$ cat config.mk
export PLATFORM = sky130hd
export DESIGN_NAME = fetch_sequencer_flat
export DESIGN_NICKNAME = d
export VERILOG_FILES = /design/src/rtl/fetch_sequencer_if.sv /design/src/rtl/fetch_sequencer.sv /design/src/flat_wrapper.sv
export SDC_FILE = /design/constraint.sdc
export NUM_CORES = 1
export LEC_CHECK = 0
export CAP_MARGIN = 10
export CORE_UTILIZATION = 50
export CTS_BUF_LIST = sky130_fd_sc_hd__clkbuf_4
export CTS_CLUSTER_SIZE = 20
export DETAILED_ROUTE_END_ITERATION = 12
export PLACE_DENSITY = 0.88
export SETUP_SLACK_MARGIN = 0.15
export SLEW_MARGIN = 20
export SYNTH_ARGS = -nofsm -noshare
export SYNTH_HDL_FRONTEND = slang
export SYNTH_SLANG_ARGS = --single-unit
$ cat constraint.sdc
create_clock -name Clk -period 1.7 [get_ports Clk]
set_input_delay 0.255 -clock Clk [delete_from_list [all_inputs] [get_ports Clk]]
set_output_delay 0.255 -clock Clk [all_outputs]
set_load 0.02 [all_outputs]
$ cat src/rtl/fetch_sequencer_if.sv
// -----------------------------------------------------------------------------
// fetch_sequencer_if
//   Signal bundle between the fetch-stage control logic (fetch_sequencer) and
//   the surrounding pipeline: fetch PC register, decode hazard logic and the
//   IF/ID pipeline register.
//
//   Pipeline -> sequencer:
//     PC_Current     [7:0]  current value of the fetch PC register
//     Branch_Taken          taken branch/jump resolved this cycle
//     Branch_Target  [7:0]  redirect address, meaningful only with Branch_Taken
//     Stall                 load-use hazard from decode: hold fetch
//     Halt                  HALT decoded: stop fetching
//     Resume                leave the HALTED state
//   Sequencer -> pipeline:
//     PC_Next        [7:0]  next PC (combinational)
//     IFID_Enable           IF/ID load enable (combinational)
//     IFID_Flush            IF/ID clear-to-NOP (combinational)
//     Fetch_Valid           fetched instruction is live (combinational)
//     State          [1:0]  registered FSM state: 00 RUN, 01 STALL, 10 FLUSH, 11 HALTED
//     Branch_Count   [7:0]  saturating count of taken redirects
//     Stall_Count    [7:0]  saturating count of stalled cycles
//     Stall_Error           sticky stall-watchdog flag
//
//   Modports: master = pipeline side, slave = fetch_sequencer.
// -----------------------------------------------------------------------------
interface fetch_sequencer_if;
  logic [7:0] PC_Current;
  logic       Branch_Taken;
  logic [7:0] Branch_Target;
  logic       Stall;
  logic       Halt;
  logic       Resume;

  logic [7:0] PC_Next;
  logic       IFID_Enable;
  logic       IFID_Flush;
  logic       Fetch_Valid;
  logic [1:0] State;
  logic [7:0] Branch_Count;
  logic [7:0] Stall_Count;
  logic       Stall_Error;

  modport master (
    output PC_Current, Branch_Taken, Branch_Target, Stall, Halt, Resume,
    input  PC_Next, IFID_Enable, IFID_Flush, Fetch_Valid,
           State, Branch_Count, Stall_Count, Stall_Error
  );

  modport slave (
    input  PC_Current, Branch_Taken, Branch_Target, Stall, Halt, Resume,
    output PC_Next, IFID_Enable, IFID_Flush, Fetch_Valid,
           State, Branch_Count, Stall_Count, Stall_Error
  );
endinterface

$ cat src/rtl/fetch_sequencer.sv
// -----------------------------------------------------------------------------
// fetch_sequencer
//   Next-PC controller for the instruction fetch stage of the 4-stage 8-bit
//   pipeline. Chooses between sequential fetch, taken-branch redirect,
//   load-use stall and HALT/resume, and drives the IF/ID register controls.
//   Also keeps saturating branch/stall event counters and a stall watchdog.
//
//   Ports:
//     Clk    rising-edge clock, shared with the fetch PC register
//     Reset  synchronous, active-high reset
//     bus    fetch_sequencer_if.slave (see interface file for members)
//
//   Parameters:
//     RESET_PC       PC driven on PC_Next while Reset is high
//     FLUSH_CYCLES   IFID_Flush cycles per redirect, redirect cycle included (1-4)
//     STALL_TIMEOUT  consecutive stalled cycles that set Stall_Error (2-255)
// -----------------------------------------------------------------------------
module fetch_sequencer #(
  parameter logic [7:0]  RESET_PC      = 8'h00,
  parameter int unsigned FLUSH_CYCLES  = 1,
  parameter int unsigned STALL_TIMEOUT = 16
) (
  input logic              Clk,
  input logic              Reset,
  fetch_sequencer_if.slave bus
);

  typedef enum logic [1:0] {
    RUN    = 2'b00,
    STALL  = 2'b01,
    FLUSH  = 2'b10,
    HALTED = 2'b11
  } state_t;

  // The redirect cycle is the first flush cycle, so the counter only covers
  // the remaining FLUSH_CYCLES-1 bubbles.
  localparam logic [1:0] FLUSH_LOAD  = 2'(FLUSH_CYCLES - 1);
  localparam logic [7:0] STALL_LIMIT = 8'(STALL_TIMEOUT);
  localparam bit         USE_FLUSH   = (FLUSH_CYCLES > 1);

  state_t     state_q, state_d;
  logic [1:0] flush_cnt_q, flush_cnt_d;
  logic [7:0] stall_run_q, stall_run_d;
  logic [7:0] branch_count_q;
  logic [7:0] stall_count_q;
  logic       stall_error_q;

  logic [7:0] pc_inc;
  logic [7:0] pc_next;
  logic       ifid_enable;
  logic       ifid_flush;
  logic       fetch_valid;
  logic       branch_event;
  logic       stall_event;

  assign pc_inc = bus.PC_Current + 8'd1;  // 8-bit wrap, FF -> 00

  // NOTE: every signal written here gets a default first; a path that skips
  // an assignment would otherwise infer a latch.
  always_comb begin
    state_d      = state_q;
    flush_cnt_d  = flush_cnt_q;
    stall_run_d  = stall_run_q;
    pc_next      = pc_inc;
    ifid_enable  = 1'b1;
    ifid_flush   = 1'b0;
    fetch_valid  = 1'b0;
    branch_event = 1'b0;
    stall_event  = 1'b0;

    case (state_q)
      RUN, STALL: begin
        if (bus.Branch_Taken) begin
          pc_next      = bus.Branch_Target;
          ifid_flush   = 1'b1;
          branch_event = 1'b1;
          flush_cnt_d  = FLUSH_LOAD;
          stall_run_d  = 8'd0;
          state_d      = USE_FLUSH ? FLUSH : RUN;
        end else if (bus.Halt) begin
          pc_next     = bus.PC_Current;
          ifid_enable = 1'b0;
          stall_run_d = 8'd0;
          state_d     = HALTED;
        end else if (bus.Stall) begin
          pc_next     = bus.PC_Current;
          ifid_enable = 1'b0;
          stall_event = 1'b1;
          stall_run_d = (stall_run_q == 8'hFF) ? stall_run_q : stall_run_q + 8'd1;
          state_d     = STALL;
        end else begin
          fetch_valid = 1'b1;
          stall_run_d = 8'd0;
          state_d     = RUN;
        end
      end

      FLUSH: begin
        // Stall/Halt are ignored: the slot being fetched is already a bubble.
        ifid_flush = 1'b1;
        if (bus.Branch_Taken) begin
          pc_next      = bus.Branch_Target;
          branch_event = 1'b1;
          flush_cnt_d  = FLUSH_LOAD;
          state_d      = USE_FLUSH ? FLUSH : RUN;
        end else begin
          flush_cnt_d = flush_cnt_q - 2'd1;
          if (flush_cnt_q <= 2'd1) begin
            flush_cnt_d = 2'd0;
            state_d     = RUN;
          end
        end
      end

      HALTED: begin
        // PC stays frozen in the Resume cycle too; fetch restarts one later.
        pc_next     = bus.PC_Current;
        ifid_enable = 1'b0;
        if (bus.Resume) state_d = RUN;
      end

      default: state_d = RUN;
    endcase

    // Reset overrides the combinational controls so the pipeline sees a
    // flushed IF/ID and the PC register loads RESET_PC at the same edge.
    if (Reset) begin
      pc_next     = RESET_PC;
      ifid_enable = 1'b1;
      ifid_flush  = 1'b1;
      fetch_valid = 1'b0;
    end
  end

  // NOTE: sequential state uses non-blocking assignments so every register
  // samples pre-edge values regardless of statement order.
  always_ff @(posedge Clk) begin
    if (Reset) begin
      state_q        <= RUN;
      flush_cnt_q    <= 2'd0;
      stall_run_q    <= 8'd0;
      branch_count_q <= 8'd0;
      stall_count_q  <= 8'd0;
      stall_error_q  <= 1'b0;
    end else begin
      state_q     <= state_d;
      flush_cnt_q <= flush_cnt_d;
      stall_run_q <= stall_run_d;
      if (branch_event && branch_count_q != 8'hFF)
        branch_count_q <= branch_count_q + 8'd1;
      if (stall_event && stall_count_q != 8'hFF)
        stall_count_q <= stall_count_q + 8'd1;
      if (stall_event && stall_run_d >= STALL_LIMIT)
        stall_error_q <= 1'b1;
    end
  end

  assign bus.PC_Next      = pc_next;
  assign bus.IFID_Enable  = ifid_enable;
  assign bus.IFID_Flush   = ifid_flush;
  assign bus.Fetch_Valid  = fetch_valid;
  assign bus.State        = state_q;
  assign bus.Branch_Count = branch_count_q;
  assign bus.Stall_Count  = stall_count_q;
  assign bus.Stall_Error  = stall_error_q;

endmodule

$ cat src/flat_wrapper.sv
// flat-port wrapper written by rule: the top's interface ports become plain ports
module fetch_sequencer_flat 
#(
  parameter logic [7:0]  RESET_PC      = 8'h00,
  parameter int unsigned FLUSH_CYCLES  = 1,
  parameter int unsigned STALL_TIMEOUT = 16
)
  (Clk, Reset, bus_PC_Current, bus_Branch_Taken, bus_Branch_Target, bus_Stall, bus_Halt, bus_Resume, bus_PC_Next, bus_IFID_Enable, bus_IFID_Flush, bus_Fetch_Valid, bus_State, bus_Branch_Count, bus_Stall_Count, bus_Stall_Error);
  fetch_sequencer_if bus_i ();
  input logic Clk;
  input logic Reset;
  input wire logic [$bits(bus_i.PC_Current)-1:0] bus_PC_Current;
  input wire logic [$bits(bus_i.Branch_Taken)-1:0] bus_Branch_Taken;
  input wire logic [$bits(bus_i.Branch_Target)-1:0] bus_Branch_Target;
  input wire logic [$bits(bus_i.Stall)-1:0] bus_Stall;
  input wire logic [$bits(bus_i.Halt)-1:0] bus_Halt;
  input wire logic [$bits(bus_i.Resume)-1:0] bus_Resume;
  output wire logic [$bits(bus_i.PC_Next)-1:0] bus_PC_Next;
  output wire logic [$bits(bus_i.IFID_Enable)-1:0] bus_IFID_Enable;
  output wire logic [$bits(bus_i.IFID_Flush)-1:0] bus_IFID_Flush;
  output wire logic [$bits(bus_i.Fetch_Valid)-1:0] bus_Fetch_Valid;
  output wire logic [$bits(bus_i.State)-1:0] bus_State;
  output wire logic [$bits(bus_i.Branch_Count)-1:0] bus_Branch_Count;
  output wire logic [$bits(bus_i.Stall_Count)-1:0] bus_Stall_Count;
  output wire logic [$bits(bus_i.Stall_Error)-1:0] bus_Stall_Error;
  assign bus_i.PC_Current = bus_PC_Current;
  assign bus_i.Branch_Taken = bus_Branch_Taken;
  assign bus_i.Branch_Target = bus_Branch_Target;
  assign bus_i.Stall = bus_Stall;
  assign bus_i.Halt = bus_Halt;
  assign bus_i.Resume = bus_Resume;
  assign bus_PC_Next = bus_i.PC_Next;
  assign bus_IFID_Enable = bus_i.IFID_Enable;
  assign bus_IFID_Flush = bus_i.IFID_Flush;
  assign bus_Fetch_Valid = bus_i.Fetch_Valid;
  assign bus_State = bus_i.State;
  assign bus_Branch_Count = bus_i.Branch_Count;
  assign bus_Stall_Count = bus_i.Stall_Count;
  assign bus_Stall_Error = bus_i.Stall_Error;
  fetch_sequencer #(.RESET_PC(RESET_PC), .FLUSH_CYCLES(FLUSH_CYCLES), .STALL_TIMEOUT(STALL_TIMEOUT)) u_core (.Clk(Clk), .Reset(Reset), .bus(bus_i));
endmodule
Yosys cells after proc, flatten, opt, wreduce, memory -nomap -nowiden:

Index checks and enable logic that the tools add are counted.
W data, S select, Z words.

* flip-flop bits (word level): 29
* input port bits: 22
* word-level logic and storage cells: 69
* output and inout port bits: 30

* add/subtract/negate cells: 5
* muxes and demuxes: 38
* order comparisons: 2
* equal/unequal tests: 9
* reduce and logical (&&, ||, !) cells: 9

Operators by type and width (count)
* $mux W8: 10
* $add A8 B1 Y8 const B: 4
* $pmux W8 S3: 1
* $mux W2: 8
* $ne A8 B8 Y1 const B: 2
* $mux W1: 15
* $eq A8 B8 Y1 const B: 1
* $ge A8 B5 Y1 const B: 1
* $pmux W2 S3: 1
* $eq A2 B2 Y1 const B: 2
* $ne A2 B2 Y1 const B: 2
* $pmux W1 S2: 2
* $pmux W2 S2: 1
* $reduce_and A2 Y1: 2
* $logic_and A1 B1 Y1: 3
* $ne A3 B2 Y1 const B: 1
* $reduce_or A3 Y1: 1
* $eq A2 B1 Y1 const B: 1
* $le A2 B1 Y1 const B: 1
* $logic_not A2 Y1: 1
* $reduce_bool A2 Y1: 1
* $reduce_or A2 Y1: 1
* $sub A2 B1 Y2 const B: 1

Depth between registers and ports, before layout:

* word-level depth: 8
* depth in mapped cells: 6
* gate-level depth less buffers: 6

Least setup slack after synthesis:

OpenSTA, ideal clock, no wires.

* kind: reg2out
* start: register u_core.state_q[0] (netlist: u_core.bus.State[0])
* end: output port bus_PC_Next[0]
* path slack: -591 ps
* data required time: 1445 ps
* cell stages (with the launch flop): 6
* arrival time: 2036 ps
* buffers on the path: 1
* cell sequence: dfxtp_1 buf_2 nor2_1 mux2i_1 nor2_1 a2111oi_0

* word-level cells in the longest chain between the ends: 4
* elaborated cells between the ends (all ways): 7
* classes of those cells: 3 x eq/ne; 2 x mux; 2 x reduce/logical

Ends and longest elaborated chain
* start, declared: line fetch_sequencer.sv:41 `state_t state_q, state_d;`
* start signal, assigned: line fetch_sequencer.sv:146 `state_q <= state_d;`
* $eq A2 B1 Y1 / $logic_not A2 Y1 (equally long branches): line fetch_sequencer.sv:71 `case (state_q)`
* $reduce_or A2 Y1: line fetch_sequencer.sv:71
* $pmux W8 S3 *: line fetch_sequencer.sv:71
* $mux W8 *: line fetch_sequencer.sv:127 `if (Reset) begin`
* end, declared: line flat_wrapper.sv:18 `output wire logic [$bits(bus_i.PC_Next)-1:0] bus_PC_Next;`

Every way passes the cells marked *; elsewhere a longest branch is shown, timed or not.

Worst setup path after layout:

* start: register u_core.state_q[1] (netlist: u_core.bus.State[1])
* end: register u_core.stall_error_q (netlist: u_core.bus.Stall_Error)

* word-level cells in the longest chain between the ends: 5
* elaborated cells between the ends (all ways): 7
* classes of those cells: 1 x order compare; 1 x eq/ne; 2 x mux; 3 x reduce/logical

Ends and longest elaborated chain
* $eq A2 B1 Y1 / $logic_not A2 Y1 (equally long branches): line fetch_sequencer.sv:71
* $reduce_or A2 Y1 *: line fetch_sequencer.sv:71
* $mux W8: line fetch_sequencer.sv:71
* $ge A8 B5 Y1: line fetch_sequencer.sv:153 `if (stall_event && stall_run_d >= STALL_LIMIT)`
* $logic_and A1 B1 Y1 *: line fetch_sequencer.sv:153
* end signal, assigned: line fetch_sequencer.sv:144 `stall_error_q <= 1'b0;`
* end signal, assigned: line fetch_sequencer.sv:154 `stall_error_q <= 1'b1;`
* end, declared: line fetch_sequencer.sv:46 `logic stall_error_q;`

Marked as above.
A chain may end at the register's enable or synchronous reset.

==> out/qor.txt <==
Total congestion overflow = 0
Worst endpoint required time = 1.95 ns
Seq/Total Area, Yosys = 30.6%
Switching Share = 33.6%
CP top delay family = simple AND/OR/NAND/NOR gates
CP startpoint kind = flop
Sw Pwr = 0.563 mW
Vias per cell = 6.50
First-pass DRT Iterations = 5
Share of cells above drive strength 1 = 41.3%
Vias = 2594
Post-synthesis cell area = 1900 µm²
RR Endpoint = u_core.bus.Stall_Error
Die area = 4050 µm²
Clk network pwr share = 26.8%
Area occupied by multi-input gates = 1550 µm²
Die X-Extent = 63.6 µm
Core box area = 3660 µm²
Gate power share = 30.8%
Post-synth ARST share = 0%
Cell Count, Final, Fillers Out = 399
Register area = 599 µm²
First-pass GRT wire length = 11200 µm
WS Path Type = reg -> reg
Area added between synthesis and finish = 72.7%
Worst path buffer plus inverter count = 4
Gr usage total = 35.6%
Cell with the most instances after synthesis = nor2_1
Post-synth EDFFs = 0
Worst vdd ir = 484 µV
Worst-path clk slew = 0.10 ns
Detail Route Antenna Nets = 0
Outcome = finished with violations
Diodes inserted = 0
# rows = 22
CP arrival = 2.27 ns
Minimum hold slack = 0.496 ns
Reg2reg setup slack = -0.32 ns
Period utilisation layout = 119%
CP cell instances = buf_4 -> buf_8 -> nor4b_4 -> buf_6 -> buf_6 -> a21oi_1 -> nor3_1 -> nor4_1 -> o31ai_1
Worst-margin pin slew = 0.449 ns
Hold_sp = u_core.flush_cnt_q[1]
Mean post-synth cell area = 7.95 µm²
Failing checks = setup timing
Int Pwr = 1.11 mW
Starting density of the core = 51.9%
Critical path depth = 9
PnR worst setup slack = -0.320 ns
Slowest stage delay, CP = 0.39 ns
Top-Level Pins = 52
Largest net degree at the start of global routing = 17
Net count after synthesis = 265
Final worst path period need = 2.02 ns
Setup TNS Final = -3.78 ns
Ranking of synthesized cells by area = dfxtp_1 (31%), nor2_1 (6.5%), xnor2_1 (5.1%)
CP max FO = 7
Cells after synthesis = 239
Final Setup Violations = 21
CTS Hold Bufs = 0
FF+latch count, synth = 29
Synth cell types = 54
Slew Limit Fails = 0
HPWL Detailed = 4320 µm
Power density relative to cell area = 511 nW/µm²
WL per Instance = 21.7 µm
Antenna violations before repair = 0
Ys flop type = dfxtp_1
Lkg Pwr = 1.36 nW
Placer congestion estimate = 0.895
Root Driver = clkbuf_4
Port bufs = 51
Worst Hold Path EP = u_core.flush_cnt_q[1]
Sink Count = 29
Area share of the largest cell type after synthesis = 30.6%
Critical Path Sink Type = flop
Slowest cell on crit path = dfxtp_4
CTS Buf Count = 5
Synth cell count leaders = nor2_1 (33), dfxtp_1 (29), a21oi_1 (19), nor3_1 (12)
Vias in the first global route = 2396
HP Class = reg -> reg
Seq pwr share = 42.3%
TritonCTS clock tree = yes
Initial detailed-routing violation count = 247
Reg2reg path depth = 9
H-tree depth = 2
Synth area leader = dfxtp_1
Max-slew headroom = 69.9%
RSZ-0062 raised after global routing = true
DRT Wirelength = 8670 µm
MaxCap Viol Count = 0
Post-placement cell count = 377
FMAX = 0.495 GHz
Max Buffers Root-to-Sink = 2
Clock latency on the worst-skew pair = 0.36 ns
Worst r2r src = u_core.bus.State[1]
CP most frequent cell = buf_6
Hold Vio Cnt, Final = 0
Worst Skew = 0.0147 ns
Height of the die = 63.6 µm
Residual DRC = 0
Nets = 376
YS warnings = 0
Fill cells = 147
Number of stages on the worst hold path = 2
Pre-CTS setup slack = -1.03 ns
[timing repair]
action / CTS / global route
resized for setup: 142 / 34
pin swaps: 20 / 16
gates cloned: 1 / 0
endpoints found under the setup margin: 54 / 38
buffers inserted: 7 / 6
endpoints found under the hold margin: 0 / 0
[power groups by stage]
stage | logic (mW) | clock network [mW] | registers (mW)
final | 0.517 | 0.450 | 0.710
after global routing | 0.537 | 0.480 | 0.710
after CTS | 0.456 | 0.429 | 0.704
after detailed placement | 0.435 | 0 | 0.718
after global placement | 0.423 | 0 | 0.717
after floorplan | 0.197 | 0 | 0.728
[final cells by class]
cell class | count | share of cell area [%]
Multi-Input combinational cell | 195 | 47.3
Timing Repair Buffer | 116 | 30.6
Sequential cell | 29 | 18.3
Tap cell | 48 | 1.83
Clock buffer | 6 | 1.37
Inverter | 3 | 0.343
Clock inverter | 2 | 0.305
[metrics by stage]
stage	instance area, µm²	total power, mW	utilization [%]
2_1_floorplan	2000	0.925	-
3_3_place_gp	2900	1.14	79.3
3_5_place_dp	2900	1.15	79.3
4_1_cts	3100	1.59	84.7
5_1_grt	3280	1.73	89.6
6_report	3280	1.68	89.6
[logic make-up (layout without fill, tap and decap cells)]
logic type / count (synthesis) / in the layout / share of synthesized area, %
fa+ha+maj: 4 / 4 / 2.64
buf+inv: 15 / 127 / 3.76
mux: 7 / 7 / 3.69
xor+xnor: 19 / 19 / 8.76
compound gates: 57 / 57 / 19.8
flops: 29 / 29 / 30.6
simple gates: 108 / 108 / 30.8
[registers in the layout, summed over array words and instances (netlist names)]
name / count
u_core.bus.Stall_Count: 8
u_core.bus.State: 2
u_core.stall_run_q: 8
u_core.bus.Stall_Error: 1
u_core.flush_cnt_q: 2
u_core.bus.Branch_Count: 8
[worst register-to-register path, delay by kind of cell (launching register included)]
kind | cells | cell delay [ns]
simple gates | 3 | 0.61
compound gates | 2 | 0.34
flops | 1 | 0.39
buf+inv | 4 | 0.58
[cell usage in the layout, fill, tap and decap left out, types with 3 or more instances in the layout]
master           netlist  final
nor3_2                 1      5
o21ai_2                0      3
mux2i_1                7      7
buf_4                  1     59
dfxtp_4                0      4
nor2b_1                3      3
a211oi_2               0      3
a21oi_2                0      5
nor2_1                33     29
a21oi_1               19     11
nand2b_1               6      6
a21oi_4                0      3
nor3_1                12      6
nand2_1               10      7
dlygate4sd2_1          0     25
nand4_1                6      6
xnor2_1               11     11
xor2_1                 8      8
and3_4                 0      3
nand3_1               11     11
dfxtp_2                0      3
dfxtp_1               29     22
buf_6                  1     16
nor2_4                 0      4
a31oi_2                0      3
clkdlybuf4s50_1        0     10
and4_1                 4      4
o21ai_1                1      5
buf_2                  3      3
o21ai_0               10      3
clkbuf_4               0      6
and3_1                 6      4
[routing by layer]
metal / vias to the layer above / share of wire, % / global-route usage [%] / routed length (µm)
met5: - / 0 / 0 / 0
met1: 1251 / 37 / 36.8 / 3190
met3: 44 / 8.3 / 9.96 / 717
met2: 197 / 50 / 64.6 / 4330
met4: 0 / 5.0 / 18.2 / 431
li1: 1102 / - / - / -
[worst max path at each step]
stage / from / end / slack [ns]
global placement: bus_PC_Current[0] / bus_PC_Next[7] / -0.98
CTS: u_core.bus.State[1] / bus_PC_Next[0] / -0.18
finish: u_core.bus.State[1] / u_core.bus.Stall_Error / -0.32
global route: u_core.bus.State[1] / u_core.bus.Stall_Error / -0.36
floorplan: bus_PC_Current[0] / bus_PC_Next[7] / 0.12
detailed placement: bus_PC_Current[0] / bus_PC_Next[7] / -1.03
(Power assumes the default switching activity.)
